$ cat src/rtl/dmu_sii_sched_pkg.sv
// rtl/dmu_sii_sched_pkg.sv - shared types and constants for the SII inbound scheduler
package dmu_sii_sched_pkg;

  typedef enum logic [1:0] {IDLE, HDR, DATA} state_t;

  localparam int TAG_W   = 4;
  localparam int NTAGS   = 16;
  localparam int BEATS64 = 4;

  typedef struct packed {
    logic [127:0] hdr;
    logic [511:0] data;
    logic [63:0]  be;
    logic         wr;
    logic         len16;
    logic         byp;
  } pkt_t;

  function automatic logic [7:0] lane_parity(input logic [127:0] d);
    logic [7:0] p;
    for (int i = 0; i < 8; i++) p[i] = ^d[16*i +: 16];
    return p;
  endfunction

endpackage

$ cat src/rtl/dmu_sii_tag_pool.sv
// rtl/dmu_sii_tag_pool.sv - 16-entry write-ack tag pool with lowest-free allocation
module dmu_sii_tag_pool
  import dmu_sii_sched_pkg::*;
(
  input  logic             clk,
  input  logic             rst,
  input  logic             alloc,
  output logic [TAG_W-1:0] alloc_tag,
  output logic             any_free,
  input  logic             free_vld,
  input  logic [TAG_W-1:0] free_tag,
  output logic             done_vld,
  output logic [TAG_W-1:0] done_tag,
  output logic [4:0]       tags_free,
  output logic             tag_err
);

  logic [NTAGS-1:0] free_vec;
  logic [NTAGS-1:0] nxt_vec;
  logic             ack_ok;

  always_comb begin
    alloc_tag = '0;
    for (int i = NTAGS - 1; i >= 0; i--) begin
      if (free_vec[i]) alloc_tag = TAG_W'(i);
    end
  end

  assign any_free = |free_vec;
  assign ack_ok   = free_vld & ~free_vec[free_tag];

  // An acked tag only becomes visible to the encoder next cycle, so it never collides with alloc_tag.
  always_comb begin
    nxt_vec = free_vec;
    if (alloc)  nxt_vec[alloc_tag] = 1'b0;
    if (ack_ok) nxt_vec[free_tag]  = 1'b1;
  end

  always_ff @(posedge clk or posedge rst) begin
    if (rst) begin
      free_vec  <= '1;
      tags_free <= 5'(NTAGS);
      done_vld  <= 1'b0;
      done_tag  <= '0;
      tag_err   <= 1'b0;
    end else begin
      free_vec  <= nxt_vec;
      tags_free <= 5'($countones(nxt_vec));
      done_vld  <= ack_ok;
      done_tag  <= ack_ok ? free_tag : '0;
      tag_err   <= tag_err | (free_vld & free_vec[free_tag]);
    end
  end

endmodule

$ cat src/rtl/dmu_sii_inb_sched.sv
// rtl/dmu_sii_inb_sched.sv - arbitrates ordered/bypass requests, tags writes, serialises onto the SII bus
module dmu_sii_inb_sched
  import dmu_sii_sched_pkg::*;
#(
  parameter int TAG_LSB    = 64,
  parameter int STARVE_MAX = 4
) (
  input  logic                  iol2clk,
  input  logic                  rst,
  input  logic [1:0]            src_req_vld,
  input  logic [1:0][127:0]     src_hdr,
  input  logic [1:0]            src_wr,
  input  logic [1:0]            src_len16,
  input  logic [1:0][511:0]     src_data,
  input  logic [1:0][63:0]      src_be,
  output logic [1:0]            src_gnt,
  output logic                  dmu_sii_hdr_vld,
  output logic                  dmu_sii_reqbypass,
  output logic                  dmu_sii_datareq,
  output logic                  dmu_sii_datareq16,
  output logic [127:0]          dmu_sii_data,
  output logic [7:0]            dmu_sii_parity,
  output logic [15:0]           dmu_sii_be,
  input  logic                  sii_dmu_wrack_vld,
  input  logic [TAG_W-1:0]      sii_dmu_wrack_tag,
  output logic                  wr_done_vld,
  output logic [TAG_W-1:0]      wr_done_tag,
  output logic [4:0]            tags_free,
  output logic                  tag_err
);

  localparam logic [7:0] STARVE_LIM = 8'(STARVE_MAX);

  state_t           state, nxt_state;
  logic [1:0]       beat, nxt_beat;
  pkt_t             pkt, pkt_nxt;
  logic [7:0]       starve;
  logic [1:0]       elig;
  logic             window, last_beat, ord_wins, sel, any_gnt, alloc, any_free;
  logic [TAG_W-1:0] alloc_tag;
  logic             n_hv, n_byp, n_dr, n_dr16;
  logic [127:0]     n_data, n_hdr;
  logic [15:0]      n_be;

  dmu_sii_tag_pool u_pool (
    .clk       (iol2clk),
    .rst       (rst),
    .alloc     (alloc),
    .alloc_tag (alloc_tag),
    .any_free  (any_free),
    .free_vld  (sii_dmu_wrack_vld),
    .free_tag  (sii_dmu_wrack_tag),
    .done_vld  (wr_done_vld),
    .done_tag  (wr_done_tag),
    .tags_free (tags_free),
    .tag_err   (tag_err)
  );

  assign last_beat = (state == DATA) && (pkt.len16 || beat == 2'(BEATS64 - 1));
  assign window    = (state == IDLE) || (state == HDR && !pkt.wr) || last_beat;
  assign elig[0]   = src_req_vld[0] & (~src_wr[0] | any_free);
  assign elig[1]   = src_req_vld[1] & (~src_wr[1] | any_free);
  assign ord_wins  = elig[0] & (~elig[1] | (starve >= STARVE_LIM));

  always_comb begin
    src_gnt = 2'b00;
    if (window) begin
      if (ord_wins)     src_gnt = 2'b01;
      else if (elig[1]) src_gnt = 2'b10;
    end
  end

  assign sel     = src_gnt[1];
  assign any_gnt = |src_gnt;
  assign alloc   = any_gnt & src_wr[sel];

  always_comb begin
    n_hdr = src_hdr[sel];
    if (src_wr[sel]) n_hdr[TAG_LSB +: TAG_W] = alloc_tag;
  end

  // Bus registers load from the post-grant packet so a new header can follow the last beat directly.
  always_comb begin
    pkt_nxt   = pkt;
    nxt_state = state;
    nxt_beat  = beat;
    n_hv      = 1'b0;
    n_byp     = 1'b0;
    n_dr      = 1'b0;
    n_dr16    = 1'b0;
    n_data    = '0;
    n_be      = '0;
    case (state)
      IDLE: nxt_state = IDLE;
      HDR: begin
        if (pkt.wr) begin
          nxt_state = DATA;
          nxt_beat  = 2'd0;
        end else begin
          nxt_state = IDLE;
        end
      end
      DATA: begin
        if (last_beat) nxt_state = IDLE;
        else           nxt_beat  = beat + 2'd1;
      end
      default: nxt_state = IDLE;
    endcase
    if (any_gnt) begin
      pkt_nxt   = '{hdr: n_hdr, data: src_data[sel], be: src_be[sel],
                    wr: src_wr[sel], len16: src_len16[sel], byp: sel};
      nxt_state = HDR;
    end
    case (nxt_state)
      HDR: begin
        n_hv   = 1'b1;
        n_byp  = pkt_nxt.byp;
        n_dr   = pkt_nxt.wr & ~pkt_nxt.len16;
        n_dr16 = pkt_nxt.wr & pkt_nxt.len16;
        n_data = pkt_nxt.hdr;
      end
      DATA: begin
        n_data = pkt_nxt.data[{nxt_beat, 7'd0} +: 128];
        n_be   = pkt_nxt.be[{nxt_beat, 4'd0} +: 16];
      end
      default: ;
    endcase
  end

  always_ff @(posedge iol2clk or posedge rst) begin
    if (rst) begin
      state             <= IDLE;
      beat              <= '0;
      pkt               <= '0;
      dmu_sii_hdr_vld   <= 1'b0;
      dmu_sii_reqbypass <= 1'b0;
      dmu_sii_datareq   <= 1'b0;
      dmu_sii_datareq16 <= 1'b0;
      dmu_sii_data      <= '0;
      dmu_sii_parity    <= '0;
      dmu_sii_be        <= '0;
    end else begin
      state             <= nxt_state;
      beat              <= nxt_beat;
      pkt               <= pkt_nxt;
      dmu_sii_hdr_vld   <= n_hv;
      dmu_sii_reqbypass <= n_byp;
      dmu_sii_datareq   <= n_dr;
      dmu_sii_datareq16 <= n_dr16;
      dmu_sii_data      <= n_data;
      dmu_sii_parity    <= lane_parity(n_data);
      dmu_sii_be        <= n_be;
    end
  end

  always_ff @(posedge iol2clk or posedge rst) begin
    if (rst)                       starve <= '0;
    else if (!elig[0] || src_gnt[0]) starve <= '0;
    else if (src_gnt[1])           starve <= starve + 8'd1;
  end

endmodule

$ cat config.mk
export PLATFORM = sky130hd
export DESIGN_NAME = dmu_sii_inb_sched
export DESIGN_NICKNAME = d
export VERILOG_FILES = /design/src/rtl/dmu_sii_sched_pkg.sv /design/src/rtl/dmu_sii_tag_pool.sv /design/src/rtl/dmu_sii_inb_sched.sv
export SDC_FILE = /design/constraint.sdc
export NUM_CORES = 2
export LEC_CHECK = 0
export CORE_AREA = 2 2 611 613
export CTS_CLUSTER_SIZE = 25
export DETAILED_ROUTE_END_ITERATION = 6
export DIE_AREA = 0 0 613 615
export PLACE_DENSITY_LB_ADDON = 0.05
export SETUP_SLACK_MARGIN = 0.05
export SLEW_MARGIN = 10
export SYNTH_ARGS = -nofsm -noshare
export SYNTH_HDL_FRONTEND = slang
export SYNTH_SLANG_ARGS = --single-unit
$ cat constraint.sdc
create_clock -name iol2clk -period 73.3 [get_ports iol2clk]
set_input_delay 7.33 -clock iol2clk [delete_from_list [all_inputs] [get_ports iol2clk]]
set_output_delay 7.33 -clock iol2clk [all_outputs]
set_load 0.01 [all_outputs]
==> results.toml <==
[status]
outcome = "finished with violations"
violations = "design-rule violations"

[cells_and_area]
layout_commonest_cell = "clkdlybuf4s50_1"
syn_to_final_growth_pct = 58.6
fin_nets = 7619
final_layout_size_suffix_gt1_share_pct = 6.43
final_cell_mix = "clkdlybuf4s50_1 (1,589), nand2_1 (1,035), dfrtp_1 (885)"

[setup_path]
crit_top_cell = "clkdlybuf4s50_1"
cp-end-kind = "primary output"
cp.depth = 7
crit_fanout = 49
path_class = "in -> out"
ff2ff_path_depth = 18
crit_chain = "clkdlybuf4s50_1, inv_1, a211oi_4, buf_4, nand2_8, inv_16, clkdlybuf4s50_1"
cp_num_buf_inv = 5
required_ns = 65.97
slowest_delay_ns = 0.67
start_kind = "input port"
crit_slowest_cell = "clkdlybuf4s50_1"
path_delay_family = "buffers and inverters"
cp_data_arrival_time_ns = 10.40

[sta]
hold_viol_final = 0
min_period_over_period_pct = 24.2
grt_setup_unrepaired = "no"
slew_violations = 0
tns_ns = 0
fin_hold_ws_ns = 0.459
setup_violations = 0
fin_crit_ns = 17.73
slew_headroom_pct = 16.2
tightest_slew_ns = 1.25
skew_ns = 0.0456
max_freq_ghz = 0.0564

[global_route]
grt_pass1_wl_mm = 481
grt_remaining_overflow = 0
grt_max_degree = 131
grt_pass1_vias = 46900
track_usage_pct = 19.1
antenna_found_initial = 250

[placement]
port_buffers = 1589
gp_congestion = 0.803
hpwl_mm = 284

[floorplan]
die_area_mm2 = 0.377
core_mm2 = 0.371
ios = 1590
rows = 224
initial_core_util_pct = 12.0
die_w_um = 613
die_y_um = 615

[cts]
clkLatencyLatePin_ns = 0.84
cts_buffers = 145
path_clk_slew_ns = 0.06
ctsResizeCount = 0
cts_setup_buffers = 0
cts_buffer_depth = 4
postCtsHoldBufs = 0
cts.htree.levels = 4
cts.sinks = 902
cts_tree = "built"
cts-root-buf = "clkbuf_16"

[logic_synthesis]
ys_seq_area_share_pct = 50.6
syn_area_per_cell_um2 = 9.50
netlist_instances = 4699
ys.flop_type = "dfrtp_1"
postSynth.asyncResetShare_pct = 100
yosysWarningCount = 0
synth_seq_cells = 902
syn-num-nets = 6152
synth_edf_count = 0
synth_cell_types = 87
syn_area_mm2 = 0.0446

[route]
routed_via_density = 4.00
drc = 1
routedWlPerCell_um = 32.9
wl_mm = 371
num_vias = 45100
drt_iter0_drc = 3328
ant_nets = 0
firstDrtPassIters = 7

[pwr]
p_int_mw = 1.80
p_sw_mw = 1.52
ir_worst_vdd_v = 0.0000285
leakagePower_nw = 29.6
p_clk_share_pct = 21.5
switching_share_pct = 45.7
combPwrFrac_pct = 53.9
p_per_area_mw_per_mm2 = 46.8
power_frac_seq_pct = 24.6

[flow_run]
cap_violations = 0

[min_path]
whs_path_depth = 2
hold_class = "reg -> reg"
-- per-stage QoR --
step	power (mW)	worst slack, ns	std cells	cell area [um^2]	util, %
2_1_floorplan	1.81	40.64	4699	44600	-
3_3_place_gp	2.68	55.52	11000	66000	17.8
3_5_place_dp	2.69	55.56	11000	66100	17.8
4_1_cts	3.44	55.56	11200	70700	19.1
5_1_grt	3.56	55.43	11300	70700	19.1
6_report	3.31	55.57	11300	70800	19.1
-- worst min-delay path: cells and delay by family, from the launching register on --
family,cells,cell delay (ns)
DFF,1,0.32
and+or+nand+nor,2,0.11
-- worst paths after layout --
kind | endpoint | slack (ns) | startpoint
worst min-delay path | pkt[283] | 0.46 | pkt[283]
max in group asynchronous | pkt[672] | 62.89 | rst
worst max-delay path | src_gnt[1] | 55.57 | src_req_vld[1]
worst max register to register | dmu_sii_parity[5] | 65.16 | u_pool.free_vec[13]
worst min register to register | pkt[283] | 0.46 | pkt[283]
min in group asynchronous | pkt[87] | 7.00 | rst
-- Yosys cell counts (15+ instances only) --
master | n | area share (%)
dfstp_2 | 17 | 1.0
a22oi_1 | 326 | 5.5
o31ai_1 | 19 | 0.32
xnor2_1 | 59 | 1.2
a222oi_1 | 165 | 3.7
inv_1 | 198 | 1.7
clkbuf_1 | 136 | 1.1
nor3_1 | 43 | 0.48
nor2_1 | 312 | 2.6
mux2i_1 | 115 | 2.6
o211ai_1 | 84 | 1.4
nand2_1 | 1041 | 8.8
a221oi_1 | 15 | 0.29
a211oi_1 | 36 | 0.61
o21ai_0 | 127 | 1.4
xnor3_1 | 25 | 1.3
buf_4 | 44 | 0.74
buf_2 | 152 | 1.7
nor2b_1 | 98 | 1.4
ha_1 | 21 | 0.59
a21oi_1 | 166 | 1.9
and3_1 | 30 | 0.42
buf_6 | 19 | 0.48
a221o_1 | 25 | 0.56
buf_1 | 37 | 0.31
nand3_1 | 103 | 1.2
a31oi_1 | 187 | 2.6
dfrtp_1 | 885 | 50
-- per-layer routing --
layer  wire length (um)  GRT usage [%]
met1             147000           22.2
met2             194000           35.7
met3              21200           4.04
met4               8120           3.44
met5                542              0
-- kinds of logic after synthesis --
family / after synthesis / synth area share (%)
AO/OA/AOI/OAI: 1279 / 20.9
XOR/XNOR: 96 / 2.65
adder cells (fa/ha/maj): 32 / 1.08
buffers and inverters: 592 / 6.18
flip-flops: 902 / 50.6
multiplexers: 121 / 2.86
AND/OR/NAND/NOR: 1677 / 15.7
-- registers in the layout, indices dropped and copies added, names as in the netlist --
register and flops:
u_pool.free_vec 16, dmu_sii_reqbypass 1, starve 8, u_pool.tags_free 5
u_pool.tag_err 1, pkt 707, dmu_sii_datareq16 1, u_pool.done_tag 4
dmu_sii_data 128, beat 2, dmu_sii_hdr_vld 1, dmu_sii_be 16
dmu_sii_parity 8, state 2, dmu_sii_datareq 1, u_pool.done_vld 1
-- power groups by stage --
stage | logic (mW) | clock network, mW | registers, mW
after floorplan | 0.978 | 0 | 0.831
after global placement | 1.86 | 0 | 0.820
final | 1.79 | 0.712 | 0.814
after global routing | 1.96 | 0.760 | 0.838
after CTS | 1.88 | 0.745 | 0.815
after detailed placement | 1.87 | 0 | 0.822
-- final cells by class --
cell class	instances	area, um^2
Fill cell	41100	300000
Inverter	201	788
Timing Repair Buffer	1711	17000
Antenna cell	44	110
Clock buffer	221	4320
Clock inverter	25	317
Sequential cell	902	22600
Tap cell	4972	6220
Multi-Input combinational cell	3205	19500
No activity file was read; power rests on OpenSTA's default activity.
